--- config.mk ---
export PLATFORM = sky130hd
export DESIGN_NAME = matrix_scanner
export DESIGN_NICKNAME = d
export VERILOG_FILES = /design/src/rtl/matrix_pkg.sv /design/src/rtl/matrix_frame_rom.sv /design/src/rtl/matrix_scanner.sv
export SDC_FILE = /design/constraint.sdc
export NUM_CORES = 1
export LEC_CHECK = 0
export BUFFER_PORTS_ARGS = -buffer_cell sky130_fd_sc_hd__buf_4
export CORE_UTILIZATION = 51
export CTS_CLUSTER_SIZE = 8
export DETAILED_ROUTE_END_ITERATION = 7
export GPL_ROUTABILITY_DRIVEN = 0
export PLACE_DENSITY = 0.73
export SYNTH_ARGS = -nofsm -noshare
export SYNTH_HDL_FRONTEND = slang
export SYNTH_HIERARCHICAL = 1
export SYNTH_SLANG_ARGS = --single-unit
--- constraint.sdc ---
create_clock -name clk -period 1.6 [get_ports clk]
set_input_delay 0 -clock clk [delete_from_list [all_inputs] [get_ports clk]]
set_output_delay 0 -clock clk [all_outputs]
set_load 0.02 [all_outputs]
--- src/rtl/matrix_pkg.sv ---
`default_nettype none
// ============================================================================
// Module   : matrix_pkg
// Purpose  : Shared pattern ROM contents, animation mode encodings and helpers.
// Revision : 1.0
// ============================================================================
package matrix_pkg;

  localparam int PKG_FRAMES = 4;
  localparam int PKG_ROWS   = 8;
  localparam int PKG_COLS   = 5;

  typedef enum logic [1:0] {
    MODE_STATIC   = 2'd0,
    MODE_LOOP     = 2'd1,
    MODE_PINGPONG = 2'd2,
    MODE_ONESHOT  = 2'd3
  } mode_e;

  typedef logic [PKG_COLS-1:0] row_bits_t;

  // Bit 4 is the leftmost column; row 0 is the top row.
  localparam row_bits_t PATTERNS [PKG_FRAMES][PKG_ROWS] = '{
    '{5'b11111, 5'b10000, 5'b11111, 5'b00000, 5'b11111, 5'b10101, 5'b10101, 5'b00000},
    '{5'b00100, 5'b01110, 5'b11111, 5'b00100, 5'b00100, 5'b00100, 5'b00100, 5'b00000},
    '{5'b10001, 5'b01010, 5'b00100, 5'b01010, 5'b10001, 5'b00000, 5'b11111, 5'b00000},
    '{5'b01110, 5'b10001, 5'b10001, 5'b10001, 5'b01110, 5'b00000, 5'b01010, 5'b00000}
  };

  // Index width that stays at least one bit wide for single-entry ranges.
  function automatic int clog2_min1(input int n);
    return (n > 1) ? $clog2(n) : 1;
  endfunction

endpackage
`default_nettype wire

--- src/rtl/matrix_frame_rom.sv ---
`default_nettype none
// ============================================================================
// Module   : matrix_frame_rom
// Purpose  : Combinational lookup of one row's column pattern; unknown cells read 0.
// Revision : 1.0
// ============================================================================
module matrix_frame_rom
  import matrix_pkg::*;
#(
  parameter int  COLS   = 5,
  parameter int  ROWS   = 8,
  parameter int  FRAMES = 4,
  localparam int RW     = clog2_min1(ROWS),
  localparam int FW     = clog2_min1(FRAMES)
) (
  input  logic [FW-1:0]   frame_i,
  input  logic [RW-1:0]   row_i,
  output logic [COLS-1:0] colunas_o
);

  localparam int C_WIDE = (COLS > PKG_COLS) ? COLS : PKG_COLS;

  logic [C_WIDE-1:0] w_pattern;

  always_comb begin
    w_pattern = '0;
    for (int f = 0; f < PKG_FRAMES; f++) begin
      for (int r = 0; r < PKG_ROWS; r++) begin
        if (int'(frame_i) == f && int'(row_i) == r) begin
          w_pattern[PKG_COLS-1:0] = PATTERNS[f][r];
        end
      end
    end
  end

  assign colunas_o = w_pattern[COLS-1:0];

endmodule
`default_nettype wire

--- src/rtl/matrix_scanner.sv ---
`default_nettype none
// ============================================================================
// Module   : matrix_scanner
// Purpose  : Row-multiplexed LED-matrix driver with automatic frame animation.
// Revision : 1.0
// ============================================================================
module matrix_scanner
  import matrix_pkg::*;
#(
  parameter int  COLS     = 5,
  parameter int  ROWS     = 8,
  parameter int  FRAMES   = 4,
  parameter int  SCAN_DIV = 1000,
  parameter int  HOLD     = 50,
  localparam int RW       = clog2_min1(ROWS),
  localparam int FW       = clog2_min1(FRAMES)
) (
  input  logic            clk,
  input  logic            reset,
  input  logic            enable,
  input  logic [1:0]      mode,
  input  logic [FW-1:0]   frame_sel,
  input  logic            restart,
  output logic [ROWS-1:0] linhas,
  output logic [COLS-1:0] colunas,
  output logic [RW-1:0]   row_idx,
  output logic [FW-1:0]   frame_idx,
  output logic            frame_wrap,
  output logic            done
);

  localparam int            DW           = clog2_min1(SCAN_DIV);
  localparam int            SW           = clog2_min1(HOLD);
  localparam logic [DW-1:0] C_DIV_LAST   = DW'(SCAN_DIV - 1);
  localparam logic [RW-1:0] C_ROW_LAST   = RW'(ROWS - 1);
  localparam logic [SW-1:0] C_SCAN_LAST  = SW'(HOLD - 1);
  localparam logic [FW-1:0] C_FRAME_LAST = FW'(FRAMES - 1);
  localparam logic          C_DIR_UP     = 1'b0;
  localparam logic          C_DIR_DOWN   = 1'b1;

  // Scan state
  logic [DW-1:0] div_q,   div_d;
  logic [RW-1:0] row_q,   row_d;
  logic [SW-1:0] scans_q, scans_d;
  logic [FW-1:0] frame_q, frame_d;
  logic          dir_q,   dir_d;
  logic          done_q,  done_d;

  // Output registers
  logic [ROWS-1:0] linhas_q,    linhas_d;
  logic [COLS-1:0] colunas_q,   colunas_d;
  logic [RW-1:0]   row_idx_q;
  logic [FW-1:0]   frame_idx_q;
  logic            frame_wrap_q;
  logic            done_out_q;

  logic [FW-1:0]   w_sel;
  logic [FW-1:0]   w_step_frame;
  logic            w_step_dir;
  logic            w_step_done;
  logic [COLS-1:0] w_rom_cols;

  // Out-of-range selections are only possible when FRAMES is not a power of two.
  generate
    if ((1 << FW) != FRAMES) begin : g_sel_clamp
      assign w_sel = (frame_sel > C_FRAME_LAST) ? C_FRAME_LAST : frame_sel;
    end else begin : g_sel_direct
      assign w_sel = frame_sel;
    end
  endgenerate

  always_comb begin
    w_step_frame = frame_q;
    w_step_dir   = dir_q;
    w_step_done  = done_q;
    unique case (mode_e'(mode))
      MODE_STATIC: w_step_frame = w_sel;
      MODE_LOOP:   w_step_frame = (frame_q == C_FRAME_LAST) ? '0 : frame_q + 1'b1;
      MODE_PINGPONG: begin
        if (FRAMES == 1) begin
          w_step_frame = '0;
        end else if (dir_q == C_DIR_UP) begin
          if (frame_q >= C_FRAME_LAST) begin
            w_step_frame = frame_q - 1'b1;
            w_step_dir   = C_DIR_DOWN;
          end else begin
            w_step_frame = frame_q + 1'b1;
          end
        end else begin
          if (frame_q == '0) begin
            w_step_frame = frame_q + 1'b1;
            w_step_dir   = C_DIR_UP;
          end else begin
            w_step_frame = frame_q - 1'b1;
          end
        end
      end
      MODE_ONESHOT: begin
        if (frame_q < C_FRAME_LAST) begin
          w_step_frame = frame_q + 1'b1;
        end
        if (w_step_frame == C_FRAME_LAST) begin
          w_step_done = 1'b1;
        end
      end
    endcase
  end

  always_comb begin
    div_d   = div_q;
    row_d   = row_q;
    scans_d = scans_q;
    frame_d = frame_q;
    dir_d   = dir_q;
    done_d  = done_q;
    if (restart) begin
      div_d   = '0;
      row_d   = '0;
      scans_d = '0;
      frame_d = w_sel;
      dir_d   = C_DIR_UP;
      done_d  = 1'b0;
    end else if (enable) begin
      if (div_q == C_DIV_LAST) begin
        div_d = '0;
        if (row_q == C_ROW_LAST) begin
          row_d = '0;
          if (scans_q == C_SCAN_LAST) begin
            scans_d = '0;
            frame_d = w_step_frame;
            dir_d   = w_step_dir;
            done_d  = w_step_done;
          end else begin
            scans_d = scans_q + 1'b1;
          end
        end else begin
          row_d = row_q + 1'b1;
        end
      end else begin
        div_d = div_q + 1'b1;
      end
    end
  end

  matrix_frame_rom #(
    .COLS   (COLS),
    .ROWS   (ROWS),
    .FRAMES (FRAMES)
  ) u_rom (
    .frame_i   (frame_q),
    .row_i     (row_q),
    .colunas_o (w_rom_cols)
  );

  // The output registers present the state being displayed this clock; div = 0 is blanked.
  always_comb begin
    linhas_d  = '0;
    colunas_d = '0;
    if (enable) begin
      linhas_d  = ROWS'(1) << row_q;
      colunas_d = (div_q != '0) ? w_rom_cols : '0;
    end
  end

  always_ff @(posedge clk) begin
    if (reset) begin
      div_q        <= '0;
      row_q        <= '0;
      scans_q      <= '0;
      frame_q      <= '0;
      dir_q        <= C_DIR_UP;
      done_q       <= 1'b0;
      linhas_q     <= '0;
      colunas_q    <= '0;
      row_idx_q    <= '0;
      frame_idx_q  <= '0;
      frame_wrap_q <= 1'b0;
      done_out_q   <= 1'b0;
    end else begin
      div_q        <= div_d;
      row_q        <= row_d;
      scans_q      <= scans_d;
      frame_q      <= frame_d;
      dir_q        <= dir_d;
      done_q       <= done_d;
      linhas_q     <= linhas_d;
      colunas_q    <= colunas_d;
      row_idx_q    <= row_q;
      frame_idx_q  <= frame_q;
      frame_wrap_q <= (frame_q != frame_idx_q);
      done_out_q   <= done_q;
    end
  end

  assign linhas     = linhas_q;
  assign colunas    = colunas_q;
  assign row_idx    = row_idx_q;
  assign frame_idx  = frame_idx_q;
  assign frame_wrap = frame_wrap_q;
  assign done       = done_out_q;

endmodule
`default_nettype wire

After elaboration in Yosys (flattened, before gate mapping)
Index checks and enable logic that the tools add are counted.
{"block": "totals", "latch_bits": 0, "wordCells": 143, "mem_bits_rw": 0, "rom_bits": 0, "inputBits": 8, "regBits": 43, "mem_count": 0}
{"block": "classes", "n_reduce_logical": 51, "eq_ne": 19, "addsub": 5, "n_shift": 1, "div": 0, "bitwise_logic": 2, "multipliers": 0, "n_lt_le_gt_ge": 2, "mux": 49}
{"cell": "2-to-1 mux 5 bit", "count": 28}
{"cell": "logical AND 1 bit", "count": 32}
{"cell": "2-to-1 mux 2 bit", "count": 11}
{"cell": "equality test 3 bit, second input constant", "count": 5}
{"cell": "equality test 2 bit, second input constant", "count": 6}
{"cell": "2-to-1 mux 4 bit", "count": 3}
{"cell": "adder 10 x 1 -> 10 bit, second input constant", "count": 1}
{"cell": "equality test 10 bit, second input constant", "count": 1}
{"cell": "2-to-1 mux 10 bit", "count": 1}
{"cell": "nonzero test 10 bit", "count": 1}
{"cell": "case mux 2 bit (4 select lines)", "count": 1}
{"cell": "nonzero test 2 bit", "count": 4}
{"cell": "left shift 1 x 3 -> 8 bit, first input constant", "count": 1}
{"cell": "OR reduction 7 bit", "count": 1}
{"cell": "adder 6 x 1 -> 6 bit, second input constant", "count": 1}
{"cell": "equality test 3 x 2 -> 1 bit, second input constant", "count": 2}
{"cell": "equality test 6 bit, second input constant", "count": 1}
{"cell": "zero test 2 bit", "count": 3}
{"cell": "2-to-1 mux 6 bit", "count": 1}
{"cell": "AND reduction 6 bit", "count": 1}
{"cell": "OR reduction 6 bit", "count": 1}
{"cell": "AND reduction 5 bit", "count": 1}
{"cell": "equality test 2 x 1 -> 1 bit, second input constant", "count": 2}
{"cell": "AND reduction 4 bit", "count": 1}
{"cell": "15 further kinds", "count": 19}

Depth between registers and ports, before layout
Gate-level depths: netlist (run 1).
{"block": "logic_depth", "ltp_word": 33, "depth_mapped": 7, "mapped_depth_nobuf": 7}

Cells and area by module
Netlist (run 1), hierarchy kept.
{"mod": "matrix_scanner", "n_inst": 1, "cells_per_inst": 198, "area_per_inst_um2": 1866.8}
{"mod": "matrix_frame_rom", "n_inst": 1, "cells_per_inst": 24, "area_per_inst_um2": 200.2}

Worst setup path before layout (run 1)
Ideal clock, no wire load.
{"block": "synth_path", "path_kind": "reg2reg", "startpoint": "register div_q[0]", "endpoint": "register frame_q[0]", "slack_ns": 0.013, "setup_time_ns": 0.121, "t_arrival_ns": 1.465, "path_stages_with_launch": 7, "path_cell_list": "dfxtp_1 > ha_1 > and4_4 > nand4_2 > nor3_4 > nor2_2 > mux2_4"}
{"block": "synth_between", "elab_chain_cells": 3}
{"item": "from (decl)", "line_no": "matrix_scanner.sv:42", "rtl": "logic [DW-1:0] div_q, div_d;"}
{"item": "from (signal assigned)", "line_no": "matrix_scanner.sv:180", "rtl": "div_q <= div_d;"}
{"item": "equality test 10 bit", "line_no": "matrix_scanner.sv:124", "rtl": "if (div_q == C_DIV_LAST) begin"}
{"item": "nonzero test 2 bit (no line)"}
{"item": "AND reduction 4 bit (no line)"}
{"item": "to (signal assigned)", "line_no": "matrix_scanner.sv:183", "rtl": "frame_q <= frame_d;"}
{"item": "to (decl)", "line_no": "matrix_scanner.sv:45", "rtl": "logic [FW-1:0] frame_q, frame_d;"}
Every way passes these cells.
A chain may end at the register's enable or synchronous reset.

Worst setup path in the final report (run 1)
{"block": "layout_path", "startpoint": "register div_q[1]", "endpoint": "register scans_q[4]"}
{"block": "layout_between", "elab_chain_cells": 2}
{"item": "equality test 10 bit", "line_no": "matrix_scanner.sv:124"}
{"item": "AND reduction 3 bit (no line)"}
{"item": "to (signal assigned)", "line_no": "matrix_scanner.sv:182", "rtl": "scans_q <= scans_d;"}
{"item": "to (decl)", "line_no": "matrix_scanner.sv:44", "rtl": "logic [SW-1:0] scans_q, scans_d;"}
Every way passes these cells.

==> impl_metrics.yaml, run 1 <==
clock_tree:
  cts_tree: "yes"
  cts_buffers: 5
  clk_pin_slew_ns: 0.08
  clk_path_buf_depth: 2
  cts-htree-levels: 2
  clockRootBuffer: "sky130_fd_sc_hd__clkbuf_8"
  worstSkewPairLatency_ns: 0.30
  clock_sinks: 43
place:
  dpl_worst_slack_ns: -0.0332
  detailed_place_hpwl_mm: 2.78
  dpl_cell_area_um2: 2420
  portBuffers: 27
  placedCellCount: 308
timing:
  final-setup-viol-count: 0
  slew_violations: 0
  finalClockSkew_ns: 0.00391
  setup_slack_ns: 0.0629
  timing.slew.headroom: 0.798
  timing.final.crit_period_ns: 1.54
  achievable-frequency_ghz: 0.651
  post-route-period-util: 0.961
  tightestPinTransition_ns: 0.299
  final_count_of_hold_timing_violations: 0
floorplan:
  dieArea_um2: 4310
  die_w_um: 65.7
  start_util: 0.548
  core-area_um2: 3770
  die_y_um: 65.7
  standard_cell_rows: 22
  design.portCount: 28
final_layout:
  antenna-diode-count: 0
  final_layout_size_suffix_gt1_frac: 0.298
  post_route_insts_no_fill: 320
  stdcell_area_um2: 2610
  finalNetCount: 293
  final_util: 0.691
  final_cell_mix: "46 x sky130_fd_sc_hd__buf_4, 39 x sky130_fd_sc_hd__dfxtp_1, 38 x sky130_fd_sc_hd__nor2_1"
  final_layout_fill_cell_count: 299
  synthToLayoutAreaGrowth_pct: 26.0
  most_common_cell_after_layout_fill_and_taps_aside: "sky130_fd_sc_hd__buf_4"
drt:
  drt_iter0_markers: 64
  firstDrtPassIters: 4
  antenna_violating_nets_post_route: 0
  via_count: 1632
  route.detailed.vias_per_inst: 5.10
  detail_route.drc_violations: 0
  wl_per_cell_um: 12.3
  routed_wire_length_mm: 3.93
yosys:
  ys_async_sr_fraction: 0
  synth_seq_cells: 43
  yosysWarningCount: 6
  mappedNetlistNets: 244
  ys.flop_type: "sky130_fd_sc_hd__dfxtp_1"
  yosysUniqueCellTypes: 53
  synthesis.area_um2: 2070
  syn-mean-instance-area_um2: 9.31
  synth-edff-count: 0
  syn_inst: 222
  yosysSeqAreaShare: 0.416
setup_path:
  cp-end-kind: "register"
  cp_slowest_stage_delay_ns: 0.36
  critical-path-top-delay-family: "simple AND/OR/NAND/NOR gates"
  cp.required_ns: 1.80
  critical_path.slowest_cell: "sky130_fd_sc_hd__dfxtp_2"
  timing_worst_setup_path_type: "reg2reg"
  timing.critical_path.cells: "ha_4 > and4_4 > buf_4 > and4_2 > nand4_1 > xor2_1 > nor2_1"
  worstPathArrival_ns: 1.74
  worst_path_fanout_max: 4
  critical_path_buf_inv_count: 1
  startpoint_type: "register"
global_route:
  grt_first_pass_wirelength_mm: 6.61
  grt_start_max_net_pins: 17
  grt_antenna_before_repair: 0
  global_route.overflow_total: 0
  grt_util_all_layers: 0.206
  first_global_vias: 1517
run:
  cap_viol_max_count: 0
power_and_ir_drop:
  power.total_w: 0.00200
  power.ir.vdd_worst_mv: 0.603
  power.density_cell_area_nw_per_um2: 768
  power.leakage_nw: 1.09
status:
  status: "completed"
min_path:
  min_path_type: "in2reg"
## path summary, 6_finish.rpt
check,from,end,slack (ns),depth (start not counted)
hold reg to reg,done_q,done,0.50,1
hold / removal,enable,div_q[0],0.03,3
setup / recovery,div_q[1],scans_q[4],0.06,7
setup reg to reg,div_q[1],scans_q[4],0.06,7
## metal layers
metal,part of all wire,track usage
met1,0.47,0.232
met2,0.49,0.355
met3,0.025,0.0434
met4,0.023,0.114
met5,0,0
## report_power, final
part	switching [W]	internal [W]
sequential	0.0000118	0.00109
combinational	0.0000988	0.0000993
clock	0.000393	0.000312
## per-stage QoR
stage	setup TNS, ns	hold slack (ns)
6_report	0	0.0272
5_1_grt	-0.0201	0.0410
4_1_cts	0	0.0154
3_5_place_dp	-0.0426	0.256
3_3_place_gp	0	0.259
2_1_floorplan	0	0.0776
## state kept, by name, indices dropped and copies added (netlist names)
signal	flops
row_q	3
frame_idx	2
done	1
colunas	5
dir_q	1
scans_q	6
frame_q	2
frame_wrap	1
done_q	1
linhas	8
div_q	10
row_idx	3
## tightest hold or removal path: stages
cell                      delay, ns
sky130_fd_sc_hd__buf_4         0.15
sky130_fd_sc_hd__xnor2_1       0.08
sky130_fd_sc_hd__nor2_1        0.07
## synthesized netlist by cell type, drive strengths merged, types with 2 or more instances
library cell  count  share of area
a22oi             2         0.0073
dfxtp            43           0.42
clkbuf            3         0.0061
mux2              2          0.013
nand3             7          0.017
and4              2          0.010
xor2              8          0.034
o21ai             7          0.017
inv               9          0.016
mux2i             2         0.0097
and3              3         0.0097
xnor2             9          0.038
a21oi             6          0.015
nor3              6          0.020
and2              5          0.015
nand2            10          0.018
a31o              2         0.0085
nand2b            6          0.018
ha               14          0.085
nand4             6          0.024
or3               2         0.0067
buf               4          0.022
nor2b             4          0.012
nor2             39          0.072
a21boi            2         0.0073
o21bai            2         0.0073
nor3b             4          0.017
## cells by family after synthesis
kind of cell | share of synthesized area
adder cells (fa/ha/maj) | 0.0847
multiplexers | 0.0224
buffers and inverters | 0.0442
XOR/XNOR | 0.0720
AND/OR/NAND/NOR | 0.266
flip-flops | 0.416
AO/OA/AOI/OAI | 0.0938
## final cells by class
cell class                 instances  area [um^2]  area share
clock buffer                       5         68.8      0.0264
sequential                        43          866       0.332
timing repair buffer              49          385       0.148
inverter                           9         33.8      0.0130
clock inverter                     3         25.0     0.00961
tap                               48         60.1      0.0231
multi-input combinational        163         1170       0.448
## what timing repair did
| action | CTS | global route |
|---|---|---|
| buffers inserted | 2 | 0 |
| hold buffers | 2 | 0 |
| pin swaps | 3 | 2 |
| endpoints found under the hold margin | 7 | 0 |
| setup endpoints to repair | 2 | 7 |
| gates resized for setup | 6 | 8 |
(Power assumes the default switching activity.)
==> run 2: changes to the inputs <==
--- a/config.mk
+++ b/config.mk
@@ -10,8 +10,7 @@
 export CTS_CLUSTER_SIZE = 8
 export DETAILED_ROUTE_END_ITERATION = 7
 export GPL_ROUTABILITY_DRIVEN = 0
-export PLACE_DENSITY = 0.73
+export PLACE_DENSITY = 0.72
 export SYNTH_ARGS = -nofsm -noshare
 export SYNTH_HDL_FRONTEND = slang
-export SYNTH_HIERARCHICAL = 1
 export SYNTH_SLANG_ARGS = --single-unit
==> impl_metrics.yaml, run 2 <==
power_and_ir_drop:
  power.ir.vdd_worst_mv: 0.616
  switchingPower_w: 0.000566
  cellInternalPower_w: 0.00183
  p_seq_frac: 0.444
  power.leakage_nw: 1.47
  combinational_share_of_power: 0.127
  switching_share: 0.237
  p_clk_frac: 0.429
  power.density_cell_area_nw_per_um2: 669
final_layout:
  final_cell_mix: "85 x sky130_fd_sc_hd__buf_4, 35 x sky130_fd_sc_hd__dfxtp_1, 34 x sky130_fd_sc_hd__nor2_1"
  antenna-diode-count: 0
  final_layout_fill_cell_count: 214
  multi_input_comb_area_um2: 1660
  finalNetCount: 393
  post_route_insts_no_fill: 419
  stdcell_area_um2: 3580
  ff_latch_area_um2: 855
  final_layout_size_suffix_gt1_frac: 0.455
  synthToLayoutAreaGrowth_pct: 57.5
  most_common_cell_after_layout_fill_and_taps_aside: "sky130_fd_sc_hd__buf_4"
  registers.top_by_ff_count: "div_q"
  largest_register_ffs: 10
yosys:
  mappedNetlistNets: 299
  yosysWarningCount: 0
  yosysSeqAreaShare: 0.370
  synthesis.area_um2: 2270
  synth.top_cells.by_area: "sky130_fd_sc_hd__dfxtp_1 37%, sky130_fd_sc_hd__ha_1 9.4%, sky130_fd_sc_hd__nor2_1 6.1%, sky130_fd_sc_hd__xnor2_1 4.2%, sky130_fd_sc_hd__a21oi_1 4.0%"
  netlist.area_leader.share: 0.370
  synth_seq_cells: 42
  synth.most_common_cell: "sky130_fd_sc_hd__dfxtp_1"
  yosysUniqueCellTypes: 48
  syn_inst: 274
  synth_common_cells: "42 x sky130_fd_sc_hd__dfxtp_1, 37 x sky130_fd_sc_hd__nor2_1, 20 x sky130_fd_sc_hd__nand2_1, 18 x sky130_fd_sc_hd__a21oi_1, 17 x sky130_fd_sc_hd__ha_1"
  synth_top_cell_by_area: "sky130_fd_sc_hd__dfxtp_1"
  synth-edff-count: 0
  ys_async_sr_fraction: 0
  ys.flop_type: "sky130_fd_sc_hd__dfxtp_1"
  syn-mean-instance-area_um2: 8.29
setup_path:
  worst_path_fanout_max: 6
  cp-end-kind: "register"
  timing.critical_path.cells: "ha_4 > ha_4 > inv_4 > or4_4 > or3_1 > a21oi_1"
  worstPathArrival_ns: 2.20
  worst_path_most_repeated_cell: "sky130_fd_sc_hd__ha_4"
  cp.required_ns: 1.84
  critical_path_buf_inv_count: 1
  cp_slowest_stage_delay_ns: 0.51
  timing_worst_setup_path_type: "reg2reg"
  startpoint_type: "register"
  critical-path-top-delay-family: "simple AND/OR/NAND/NOR gates"
  critical_path.slowest_cell: "sky130_fd_sc_hd__or4_4"
status:
  failed_checks: "negative setup slack"
  status: "finished with violations"
floorplan:
  core-area_um2: 4140
  design.portCount: 28
  standard_cell_rows: 23
  die_y_um: 68.7
  dieArea_um2: 4720
  die_w_um: 68.7
  start_util: 0.548
timing:
  worst_hold_slack_ns: 0.00150
  final_count_of_hold_timing_violations: 0
  final-setup-viol-count: 14
  timing.final.crit_period_ns: 1.96
  totalNegativeSetupSlack_ns: -2.69
  achievable-frequency_ghz: 0.510
  setup_slack_ns: -0.361
  timing.slew.headroom: 0.657
  post-route-period-util: 1.23
  rsz0062_at_grt: "true"
  slew_violations: 0
  tightestPinTransition_ns: 0.513
  finalClockSkew_ns: 0.00694
clock_tree:
  cts-htree-levels: 2
  worstSkewPairLatency_ns: 0.31
  clk_path_buf_depth: 2
  cts_buffers: 5
  clockRootBuffer: "sky130_fd_sc_hd__clkbuf_8"
  clk_pin_slew_ns: 0.09
  cts_tree: "yes"
  clock_sinks: 42
drt:
  route.detailed.vias_per_inst: 5.92
  via_count: 2479
  detail_route.drc_violations: 0
  firstDrtPassIters: 5
  drt_iter0_markers: 271
  antenna_violating_nets_post_route: 0
  routed_wire_length_mm: 7.22
  wl_per_cell_um: 17.2
global_route:
  grt_antenna_before_repair: 0
  grt_start_max_net_pins: 15
  first_global_vias: 2295
  grt_util_all_layers: 0.301
  grt_first_pass_wirelength_mm: 10.4
  global_route.overflow_total: 0
min_path:
  min_path_type: "in2reg"
run:
  cap_viol_max_count: 0
place:
  dpl_worst_slack_ns: -0.329
  placedCellCount: 400
  dpl_cell_area_um2: 3030
  portBuffers: 27
  detailed_place_hpwl_mm: 4.29
-- run 2: cell types whose count changed after synthesis, moves of 4 or more --
cell	before	now
sky130_fd_sc_hd__a21oi_1	6	18
sky130_fd_sc_hd__nand2_1	10	20
sky130_fd_sc_hd__clkbuf_1	2	11
sky130_fd_sc_hd__o21ai_0	7	13
sky130_fd_sc_hd__and3_1	2	7
sky130_fd_sc_hd__nor2b_1	4	9
sky130_fd_sc_hd__and2_1	5	1
sky130_fd_sc_hd__inv_1	9	13
sky130_fd_sc_hd__xor2_1	8	4
-- run 2: final timing paths --
| path | slack [ns] | cells after the start | end | startpoint |
|---|---|---|---|---|
| worst max-delay path | -0.36 | 6 | scans_q[1] | row_q[1] |
| worst min-delay path | 0.002 | 3 | div_q[0] | enable |
| worst max register to register | -0.36 | 6 | scans_q[1] | row_q[1] |
| worst min register to register | 0.49 | 1 | done_q | done_q |
-- run 2: worst min-delay path, delay by kind of cell --
family,cells,cell delay [ns]
xor+xnor,1,0.07
buf+inv,1,0.13
simple gates,1,0.07
-- run 2: power by group through the flow --
stage / sequential (W) / clock, W / combinational [W]
global placement: 0.00109 / 0 / 0.000250
finish: 0.00106 / 0.00103 / 0.000303
CTS: 0.00106 / 0.00104 / 0.000275
global route: 0.00107 / 0.00108 / 0.000324
detailed placement: 0.00109 / 0 / 0.000255
floorplan: 0.00111 / 0 / 0.000134
-- run 2: per-stage QoR --
stage / utilization / total power [W]
CTS: 0.819 / 0.00238
global route: 0.863 / 0.00247
finish: 0.863 / 0.00239
detailed placement: 0.732 / 0.00135
floorplan: - / 0.00124
global placement: 0.732 / 0.00134
-- run 2: final cells by class --
class / count / share of cell area
clock buffer: 5 / 0.0192
clock inverter: 3 / 0.0192
tap: 50 / 0.0175
inverter: 13 / 0.0164
timing repair buffer: 100 / 0.225
sequential: 42 / 0.239
multi-input combinational: 206 / 0.463
-- run 2: repair_timing --
item                                    in CTS  in global routing
pin swaps                                   22                 25
hold buffers                                 1                  0
endpoints found under the setup margin      22                 17
hold endpoints to repair                     7                  0
setup buffers                                8                  3
resized for setup                           41                 38
-- run 2: kinds of logic (layout without fill, tap and decap cells) --
kind of cell,count (synthesis),after routing,share of synthesized area
DFF,42,42,0.370
adders and majority gates,17,17,0.0937
buffers and inverters,26,121,0.0452
muxes,1,1,0.00441
AOI/OAI and AO/OA,58,58,0.164
and+or+nand+nor,115,115,0.264
xor gates and xnor gates,15,15,0.0578
-- run 2: routing by layer --
layer  part of all wire  GRT usage  vias to the layer above
met3              0.066     0.0576                       43
li1                   -          -                     1140
met4              0.042      0.153                        0
met5                  0          0                        -
met2               0.48      0.517                      132
met1               0.42      0.354                     1164
==> run 3: changes to the inputs <==
--- a/config.mk
+++ b/config.mk
@@ -14,3 +14,4 @@
 export SYNTH_ARGS = -nofsm -noshare
 export SYNTH_HDL_FRONTEND = slang
 export SYNTH_SLANG_ARGS = --single-unit
+export TNS_END_PERCENT = 50
==> impl_metrics.yaml, run 3 (synthesis results as in run 2) <==
drt:
  route.detailed.vias_per_inst: 5.50
  detail_route.drc_violations: 0
  routed_wire_length_mm: 6.09
  antenna_violating_nets_post_route: 0
  wl_per_cell_um: 14.7
  drt_iter0_markers: 128
  firstDrtPassIters: 4
  via_count: 2270
setup_path:
  startpoint_type: "register"
  cp-end-kind: "register"
  timing_worst_setup_path_type: "reg2reg"
  cp.required_ns: 1.84
  reg2reg_slack_ns: -0.30
  worst_path_fanout_max: 6
  worstPathArrival_ns: 2.15
global_route:
  grt_first_pass_wirelength_mm: 9.90
  top_usage_layer: "met2"
  first_global_vias: 2241
  global_route.usage.met1: 0.338
  grt_util_met3: 0.0641
  grt_antenna_before_repair: 0
  grt_util_all_layers: 0.287
  global_route.overflow_total: 0
  grt_start_max_net_pins: 14
  global_route.usage.met2: 0.498
final_layout:
  most_common_cell_after_layout_fill_and_taps_aside: "sky130_fd_sc_hd__buf_4"
  final_cell_mix: "89 x sky130_fd_sc_hd__buf_4, 36 x sky130_fd_sc_hd__dfxtp_1, 35 x sky130_fd_sc_hd__nor2_1"
  antenna-diode-count: 0
  synthToLayoutAreaGrowth_pct: 47.3
  stdcell_area_um2: 3350
  finalNetCount: 387
  registers.top_by_ff_count: "div_q"
  largest_register_ffs: 10
  final_layout_size_suffix_gt1_frac: 0.413
timing:
  slew_violations: 0
  timing.final.crit_period_ns: 1.90
  setup_slack_ns: -0.302
  final-setup-viol-count: 14
  post-route-period-util: 1.19
  rsz0062_at_grt: "true"
  final_count_of_hold_timing_violations: 0
  tightestPinTransition_ns: 0.440
  totalNegativeSetupSlack_ns: -2.08
  timing.slew.headroom: 0.705
  achievable-frequency_ghz: 0.526
  finalClockSkew_ns: 0.0104
clock_tree:
  worstSkewPairLatency_ns: 0.31
  clk_path_buf_depth: 2
  clk_pin_slew_ns: 0.08
  cts_buffers: 5
  cts_tree: "yes"
  clock_sinks: 42
  clockRootBuffer: "sky130_fd_sc_hd__clkbuf_8"
  cts-htree-levels: 2
status:
  failed_checks: "negative setup slack"
  status: "finished with violations"
power_and_ir_drop:
  power.density_cell_area_nw_per_um2: 655
  power.ir.vdd_worst_mv: 0.485
  power.leakage_nw: 1.38
floorplan:
  design.portCount: 28
  die_w_um: 68.7
  die_y_um: 68.7
  dieArea_um2: 4720
  start_util: 0.548
  core-area_um2: 4140
  standard_cell_rows: 23
place:
  dpl_cell_area_um2: 3010
  portBuffers: 27
  detailed_place_hpwl_mm: 4.04
run:
  cap_viol_max_count: 0
min_path:
  min_path_type: "in2reg"
==> run 3: worst paths after layout <==
check	cells after the start	from	to
worst min register to register	1	done_q	done_q
worst max register to register	6	row_q[1]	scans_q[1]
worst max-delay path	6	row_q[1]	scans_q[1]
worst min-delay path	3	enable	div_q[0]
==> run 3: repair_timing <==
| item | CTS | global route |
|---|---|---|
| hold buffers | 1 | 0 |
| pin swaps | 18 | 5 |
| hold endpoints to repair | 6 | 0 |
| gates resized for setup | 35 | 9 |
| setup endpoints to repair | 24 | 24 |
| setup buffers | 7 | 0 |
==> run 3: report_power, final <==
part           internal [W]  switching, W
registers           0.00106    0.00000733
clock network      0.000466      0.000385
logic              0.000135      0.000141
total               0.00166      0.000533
==> run 3: per-stage QoR <==
stage	total power [W]	hold WS [ns]	cells	setup WS [ns]	utilization
after global routing	0.00228	0.0111	413	-0.384	0.807
after floorplan	0.00124	0.173	274	-0.288	-
after CTS	0.00219	0.000955	413	-0.279	0.799
final	0.00219	0.00646	413	-0.302	0.807
after global placement	0.00134	0.271	397	-0.317	0.726
after detailed placement	0.00134	0.278	397	-0.355	0.726
==> run 3: area by class of cell <==
cell class	instances	area, um^2
fillers	281	798
well taps	50	62.6
clock inverters	2	37.5
inverters	13	53.8
multi-input cells	206	1550
clock buffers	6	72.6
flip-flops and latches	42	851
repair buffers	94	723
==> run 3: routing by layer <==
layer  wire [um]  up-vias
li1            -     1126
met1        2650     1054
met2        2960       74
met3         335       16
met4         143        0
met5           0        -
==> run 3: critical path, stage by stage, from the launching register on <==
cell and delay (ns):
sky130_fd_sc_hd__dfxtp_2 0.37, sky130_fd_sc_hd__ha_4 0.17, sky130_fd_sc_hd__ha_4 0.22, sky130_fd_sc_hd__inv_4 0.04, sky130_fd_sc_hd__or4_4 0.52, sky130_fd_sc_hd__or3_1 0.40
sky130_fd_sc_hd__a21oi_2 0.11
